==> src/rtl/cla_multiword_seq_ctrl.sv <==
// cla_multiword_seq_ctrl: multi-word add/subtract sequenced over one shared 16-bit CLA.
// The adder below is the 16-bit carry-lookahead datapath it reuses each cycle.
module cla_16bit_augmented (
   input  logic [15:0] a,
   input  logic [15:0] b,
   input  logic        c_in,
   output logic [15:0] s,
   output logic        c_out
);
   always_comb begin
      logic [15:0] p, g, c;
      logic [4:0]  bc;
      logic [3:0]  bp, bg;
      p = a ^ b;
      g = a & b;
      bc[0] = c_in;
      c = '0;
      for (int k = 0; k < 4; k++) begin
         bp[k] = &p[4*k +: 4];
         bg[k] = g[4*k+3] | (p[4*k+3] & (g[4*k+2] | (p[4*k+2] & (g[4*k+1] | (p[4*k+1] & g[4*k])))));
         bc[k+1] = bg[k] | (bp[k] & bc[k]);
      end
      for (int k = 0; k < 4; k++) begin
         c[4*k] = bc[k];
         for (int j = 1; j < 4; j++)
            c[4*k+j] = g[4*k+j-1] | (p[4*k+j-1] & c[4*k+j-1]);
      end
      s = p ^ c;
      c_out = bc[4];
   end
endmodule

module cla_multiword_seq_ctrl #(
   parameter int NWORDS = 4
) (
   input  logic                 clk,
   input  logic                 rst,
   input  logic                 start,
   input  logic                 sub,
   input  logic [16*NWORDS-1:0] op_a,
   input  logic [16*NWORDS-1:0] op_b,
   output logic                 ready,
   output logic                 done,
   output logic [16*NWORDS-1:0] result,
   output logic                 c_out,
   output logic                 overflow,
   output logic                 zero
);
   localparam int W  = 16 * NWORDS;
   localparam int IW = $clog2(NWORDS);
   typedef enum logic [1:0] {IDLE, RUN, DONE} state_t;
   state_t         state_q, state_d;
   logic [W-1:0]   a_q, a_d, b_q, b_d, result_q, result_d;
   logic [IW-1:0]  idx_q, idx_d;
   logic           carry_q, carry_d, c_out_q, c_out_d, ovf_q, ovf_d, zero_q, zero_d;
   logic [15:0]    sum;
   logic           sum_c;
   cla_16bit_augmented u_cla (
      .a    (a_q[idx_q*16 +: 16]),
      .b    (b_q[idx_q*16 +: 16]),
      .c_in (carry_q),
      .s    (sum),
      .c_out(sum_c)
   );
   // B is stored pre-inverted for subtract so the word loop is always an add.
   always_comb begin
      state_d  = state_q;
      a_d      = a_q;
      b_d      = b_q;
      carry_d  = carry_q;
      idx_d    = idx_q;
      result_d = result_q;
      c_out_d  = c_out_q;
      ovf_d    = ovf_q;
      zero_d   = zero_q;
      if (state_q == IDLE && start) begin
         a_d      = op_a;
         b_d      = op_b ^ {W{sub}};
         carry_d  = sub;
         idx_d    = '0;
         result_d = '0;
         state_d  = RUN;
      end else if (state_q == RUN) begin
         result_d[idx_q*16 +: 16] = sum;
         carry_d = sum_c;
         idx_d   = idx_q + 1'b1;
         if (idx_q == IW'(NWORDS - 1)) begin
            c_out_d = sum_c;
            ovf_d   = (a_q[W-1] == b_q[W-1]) && (sum[15] != a_q[W-1]);
            zero_d  = (result_d == '0);
            state_d = DONE;
         end
      end else if (state_q == DONE) begin
         state_d = IDLE;
      end
   end
   always_ff @(posedge clk) begin
      if (rst) begin
         state_q  <= IDLE;
         a_q      <= '0;
         b_q      <= '0;
         carry_q  <= 1'b0;
         idx_q    <= '0;
         result_q <= '0;
         c_out_q  <= 1'b0;
         ovf_q    <= 1'b0;
         zero_q   <= 1'b0;
      end else begin
         state_q  <= state_d;
         a_q      <= a_d;
         b_q      <= b_d;
         carry_q  <= carry_d;
         idx_q    <= idx_d;
         result_q <= result_d;
         c_out_q  <= c_out_d;
         ovf_q    <= ovf_d;
         zero_q   <= zero_d;
      end
   end
   assign ready    = (state_q == IDLE);
   assign done     = (state_q == DONE);
   assign result   = result_q;
   assign c_out    = c_out_q;
   assign overflow = ovf_q;
   assign zero     = zero_q;
endmodule

==> config.mk <==
export PLATFORM = sky130hd
export DESIGN_NAME = cla_multiword_seq_ctrl
export DESIGN_NICKNAME = d
export VERILOG_FILES = /design/src/rtl/cla_multiword_seq_ctrl.sv
export SDC_FILE = /design/constraint.sdc
export NUM_CORES = 1
export LEC_CHECK = 0
export ABC_AREA = 1
export CORE_MARGIN = 3
export CORE_UTILIZATION = 40
export DETAILED_ROUTE_END_ITERATION = 10
export PLACE_DENSITY = 0.69
export SLEW_MARGIN = 15
export SYNTH_ARGS = -nofsm -noshare
export SYNTH_HDL_FRONTEND = slang
export SYNTH_SLANG_ARGS = --single-unit
export TNS_END_PERCENT = 5
==> constraint.sdc <==
create_clock -name clk -period 7.8 [get_ports clk]
set_clock_uncertainty 0.05 [all_clocks]
set_input_delay 1.95 -clock clk [delete_from_list [all_inputs] [get_ports clk]]
set_output_delay 1.95 -clock clk [all_outputs]
set_load 0.03 [all_outputs]
==> results.txt <==
Setup violations remaining at the end of the flow were counted as 0. The number of setup buffers added after CTS came out at 0. The simple-gate portion of the synthesized area is 23.7%. The overall routing resource usage came out at 22.7%. In the final design database the tool counted between 1500 and 2000 nets. The maximum clock frequency came out at ~190 MHz. The fraction of the mapped netlist area in adder cells came out at 4.82%.

The post-synthesis cell type count is 35. The path type of the worst min-delay path is flip-flop to flip-flop. The worst setup path is of the flip-flop to flip-flop kind.

The area growth from synthesis to layout is 24.5%. The max-cap check violation count came out at 0. The clock transition at the registers of the reported paths came out at ~0.080 ns. The die outline height came out at 169 um. The peak per-stage delay on the critical path came out at 0.64 ns. The power share of the sequential group came out at between 40% and 50%.

The leakage component of the power is 5.71 nW. The first-pass detailed-route iteration total is 6. When the netlist entered floorplanning its net count stood at 1725. The main combinational cell family by area after synthesis is simple AND/OR/NAND/NOR gates. The pin count of the biggest net entering global routing is 93. The critical path launch point type is a flip-flop. The portion of the post-synthesis area used by sequential elements came out at 37.5%. The initial antenna violation count is 0. Detailed placement ended at an HPWL of ~24000 um. The switching power share of the total came out at 33.3%. The kind of cell with the highest combined delay along the critical path is adder cells. The max-slew violation total from the final report was 0.

The number of design-rule violations left by the first detailed-router iteration is 1221. The total buffers and inverters traversed by the critical path is 3. The largest individual stage delay along the critical path comes from the cell sky130_fd_sc_hd__inv_2.

The via total after detailed routing is 10400. The total grt overflow came out at 0. The worst setup path is captured at a flip-flop. The worst path needs around 5.4 ns of the cycle, external delays included.

The critical path runs through a total of 27 cells. In the routed layout, each cell is associated on average with a via count of 5.11. The predominant post-synthesis flop cell is sky130_fd_sc_hd__dfxtp_1. The worst voltage drop across the vdd grid came out at 0.125 mV. For the worst setup path, the data arrival time is ~5.7 ns. Leaving out fill and tap cells, the most frequent cell in the layout is sky130_fd_sc_hd__nor2_1. The number of DRC violations after detailed routing came out at 0. The initialized floorplan defines 59 standard-cell rows. The final antenna-violating net count is 0. The clock insertion delay at the later pin of the skew report is 0.44 ns. The routed length per instance is 16.3 um. Synthesis inferred 200 register bits. Summing the areas of all compound-gate instances in the mapped netlist gives 17.0% of the synthesized area. The die area came out at 28700 um2. The count of buffers inserted at the top-level ports came out at 200. The filler cells instantiated in the layout total 2628. In the final layout, the share of cells above drive strength 1 is 3.65%.

The clock power share is between 30 and 40%. The number of warnings printed during yosys synthesis is 0. The core region is 26100 um2.

The initial core utilization is 40.9%. The total wire length is 33100 um. The weighted congestion reported at the end of routability-driven placement is approximately 0.90. The multiplexer fraction of the synthesized cell area came out at 0%. The post-synthesis instance area is 10700 um2. The via count of the first global-routing pass came out at 9601. The internal portion of the total power is 1.77 mW. The number of flops mapped to enable cells by yosys is 0. The post-synthesis instance total came out at 1559. The number of stages on the worst hold path came out at 2. The depth of the worst register-to-register path came out at 27. The power density of the placed cells is 200 nW/um2. Once the clock tree was built, the resizer swapped 0 gates to a different size. The cell with the most instances on the worst path is sky130_fd_sc_hd__nand2_1. The flow ran to the end, and the final reports show no timing, DRC or antenna violations. The top-level I/O count is 201. The XOR/XNOR share of the synthesized area is 5.49%.

The logic gate share of total power came out at 23.5%. Setup repair after global routing left no endpoint under its margin. The tree is rooted in a sky130_fd_sc_hd__clkbuf_16. TritonCTS built the clock tree.

The overall power came out at 2.66 mW. The part of the cycle the worst path needs came out at 69.2%. The register-to-register path setup slack came out at ~2.4 ns. For this design the total switching power over the nets is 0.884 mW. The count of clock tree sinks came out at 200. The share of async-settable or async-resettable flops after synthesis is 0%. The average size of a mapped cell came out at 6.85 um2. The number of H-tree branching levels is 4.

For the worst setup path, the data required time is 8.07 ns. The peak fanout along the critical path is 58. In the layout the commonest cells are sky130_fd_sc_hd__nor2_1 (290), sky130_fd_sc_hd__nand2_1 (219), sky130_fd_sc_hd__dfxtp_1 (199), sky130_fd_sc_hd__clkdlybuf4s50_1 (199), sky130_fd_sc_hd__inv_1 (193). The max-slew headroom at the worst pin is roughly a third. The count of hold buffers inserted by post-cts repair is 0. The repair_antennas step left the layout with diodes totalling 0. The clock passes through at most 2 buffers. The final hold violation count came out at 0. Clock tree synthesis inserted a total of 17 buffers. Measured along the x axis, the die boundary spans 169 um. Setup total negative slack on the finished layout was measured at 0 ns.

The wire length of the first global-routing pass is ~52000 um. The transition at the pin with the smallest max-transition slack is 1.02 ns.
-- power by group through the flow --
| stage | registers (mW) | clock network, mW | logic, mW |
|---|---|---|---|
| 4_1_cts | 1.14 | 0.899 | 0.623 |
| 6_report | 1.14 | 0.893 | 0.624 |
| 5_1_grt | 1.15 | 0.941 | 0.685 |
| 3_5_place_dp | 1.16 | 0 | 0.621 |
| 2_1_floorplan | 1.18 | 0 | 0.358 |
| 3_3_place_gp | 1.16 | 0 | 0.615 |
-- cells by family after synthesis --
group,after synthesis
AND/OR/NAND/NOR,625
AO/OA/AOI/OAI,330
buffers and inverters,303
flip-flops,200
XOR/XNOR,67
adder cells (fa/ha/maj),34
-- cell usage after synthesis, types with 2 or more instances --
master                        n  share of area (%)
sky130_fd_sc_hd__clkbuf_1    52                1.8
sky130_fd_sc_hd__buf_1       12               0.42
sky130_fd_sc_hd__o22ai_1     27                1.6
sky130_fd_sc_hd__nand4_1     10               0.59
sky130_fd_sc_hd__nor2_2       3               0.18
sky130_fd_sc_hd__ha_1        22                2.6
sky130_fd_sc_hd__buf_2       29                1.4
sky130_fd_sc_hd__buf_6        5               0.53
sky130_fd_sc_hd__fa_1        12                2.2
sky130_fd_sc_hd__o21ai_1      3               0.14
sky130_fd_sc_hd__inv_1      193                6.8
sky130_fd_sc_hd__o21ai_0    179                8.4
sky130_fd_sc_hd__nand3_1     89                4.2
sky130_fd_sc_hd__dfxtp_1    200                 37
sky130_fd_sc_hd__inv_2        6               0.21
sky130_fd_sc_hd__a21oi_1     85                4.0
sky130_fd_sc_hd__a22oi_1      2               0.14
sky130_fd_sc_hd__nand2_2      2               0.12
sky130_fd_sc_hd__nor3_1       6               0.28
sky130_fd_sc_hd__buf_4        2               0.14
sky130_fd_sc_hd__o211ai_1     3               0.21
sky130_fd_sc_hd__o2111ai_1    7               0.57
sky130_fd_sc_hd__xnor2_1     67                5.5
sky130_fd_sc_hd__nor2_1     291                 10
sky130_fd_sc_hd__a32oi_1     22                1.8
sky130_fd_sc_hd__nand2_1    221                7.8
-- worst paths after layout --
check / start / end
worst max-delay path: idx_q[0]$_SDFFE_PP0P_ / zero$_SDFFE_PP0P_
worst min-delay path: b_q[39]$_SDFFE_PP0P_ / b_q[39]$_SDFFE_PP0P_
worst min register to register: b_q[39]$_SDFFE_PP0P_ / b_q[39]$_SDFFE_PP0P_
worst max register to register: idx_q[0]$_SDFFE_PP0P_ / zero$_SDFFE_PP0P_
-- area by class of cell --
class	count	area [um2]	area share, %
clock buffers	18	439	3.30
multi-input cells	1056	5460	41.1
well taps	335	419	3.15
flip-flops and latches	200	4010	30.1
clock inverters	14	149	1.12
inverters	201	761	5.72
repair buffers	209	2070	15.5
-- flip-flops by register name, summed over array words and instances (netlist names) --
signal / count
carry_q: 1
overflow: 1
zero: 1
result: 64
a_q: 64
idx_q: 2
state_q: 2
c_out: 1
b_q: 64
-- worst reg2reg max path: stages (launching register included) --
cell	delay [ns]
sky130_fd_sc_hd__dfxtp_4	0.52
sky130_fd_sc_hd__inv_2	0.66
sky130_fd_sc_hd__buf_4	0.35
sky130_fd_sc_hd__nand2_1	0.08
sky130_fd_sc_hd__a32oi_1	0.31
sky130_fd_sc_hd__ha_1	0.24
sky130_fd_sc_hd__nor2_1	0.06
sky130_fd_sc_hd__nor2_1	0.08
sky130_fd_sc_hd__nand2_1	0.05
sky130_fd_sc_hd__nand2_1	0.07
sky130_fd_sc_hd__nand3_1	0.07
sky130_fd_sc_hd__nand2_1	0.10
sky130_fd_sc_hd__nand2_1	0.06
sky130_fd_sc_hd__nand2_1	0.07
sky130_fd_sc_hd__inv_1	0.05
sky130_fd_sc_hd__fa_1	0.39
sky130_fd_sc_hd__fa_1	0.40
sky130_fd_sc_hd__fa_1	0.39
sky130_fd_sc_hd__xnor2_1	0.61
sky130_fd_sc_hd__nand3_1	0.17
sky130_fd_sc_hd__nand2_1	0.14
sky130_fd_sc_hd__nor2_1	0.05
sky130_fd_sc_hd__nand2_1	0.06
sky130_fd_sc_hd__nor2_1	0.04
sky130_fd_sc_hd__nand2_1	0.05
sky130_fd_sc_hd__nor2_1	0.05
sky130_fd_sc_hd__nand2_1	0.07
sky130_fd_sc_hd__a21oi_2	0.05
-- through the flow --
| step | setup WS, ns | hold slack (ns) | std cells | instance area (um2) | utilization (%) |
|---|---|---|---|---|---|
| 2_1_floorplan | 3.62 | 0.398 | 1559 | 10700 | - |
| 3_3_place_gp | 2.65 | 0.405 | 2001 | 12700 | 48.7 |
| 3_5_place_dp | 2.54 | 0.419 | 2001 | 12700 | 48.7 |
| 4_1_cts | 2.53 | 0.435 | 2033 | 13300 | 50.9 |
| 5_1_grt | 2.03 | 0.462 | 2033 | 13300 | 50.9 |
| 6_report | 2.40 | 0.435 | 2033 | 13300 | 50.9 |
-- routing by layer --
metal,GRT usage (%),part of all wire [%],vias up,routed length [um]
li1,-,-,5233,-
met1,32.6,46,4761,15400
met2,36.6,46,371,15200
met5,0,0,-,0
met3,2.87,6.0,33,1990
met4,5.30,1.6,0,519
(Power assumes the default switching activity.)
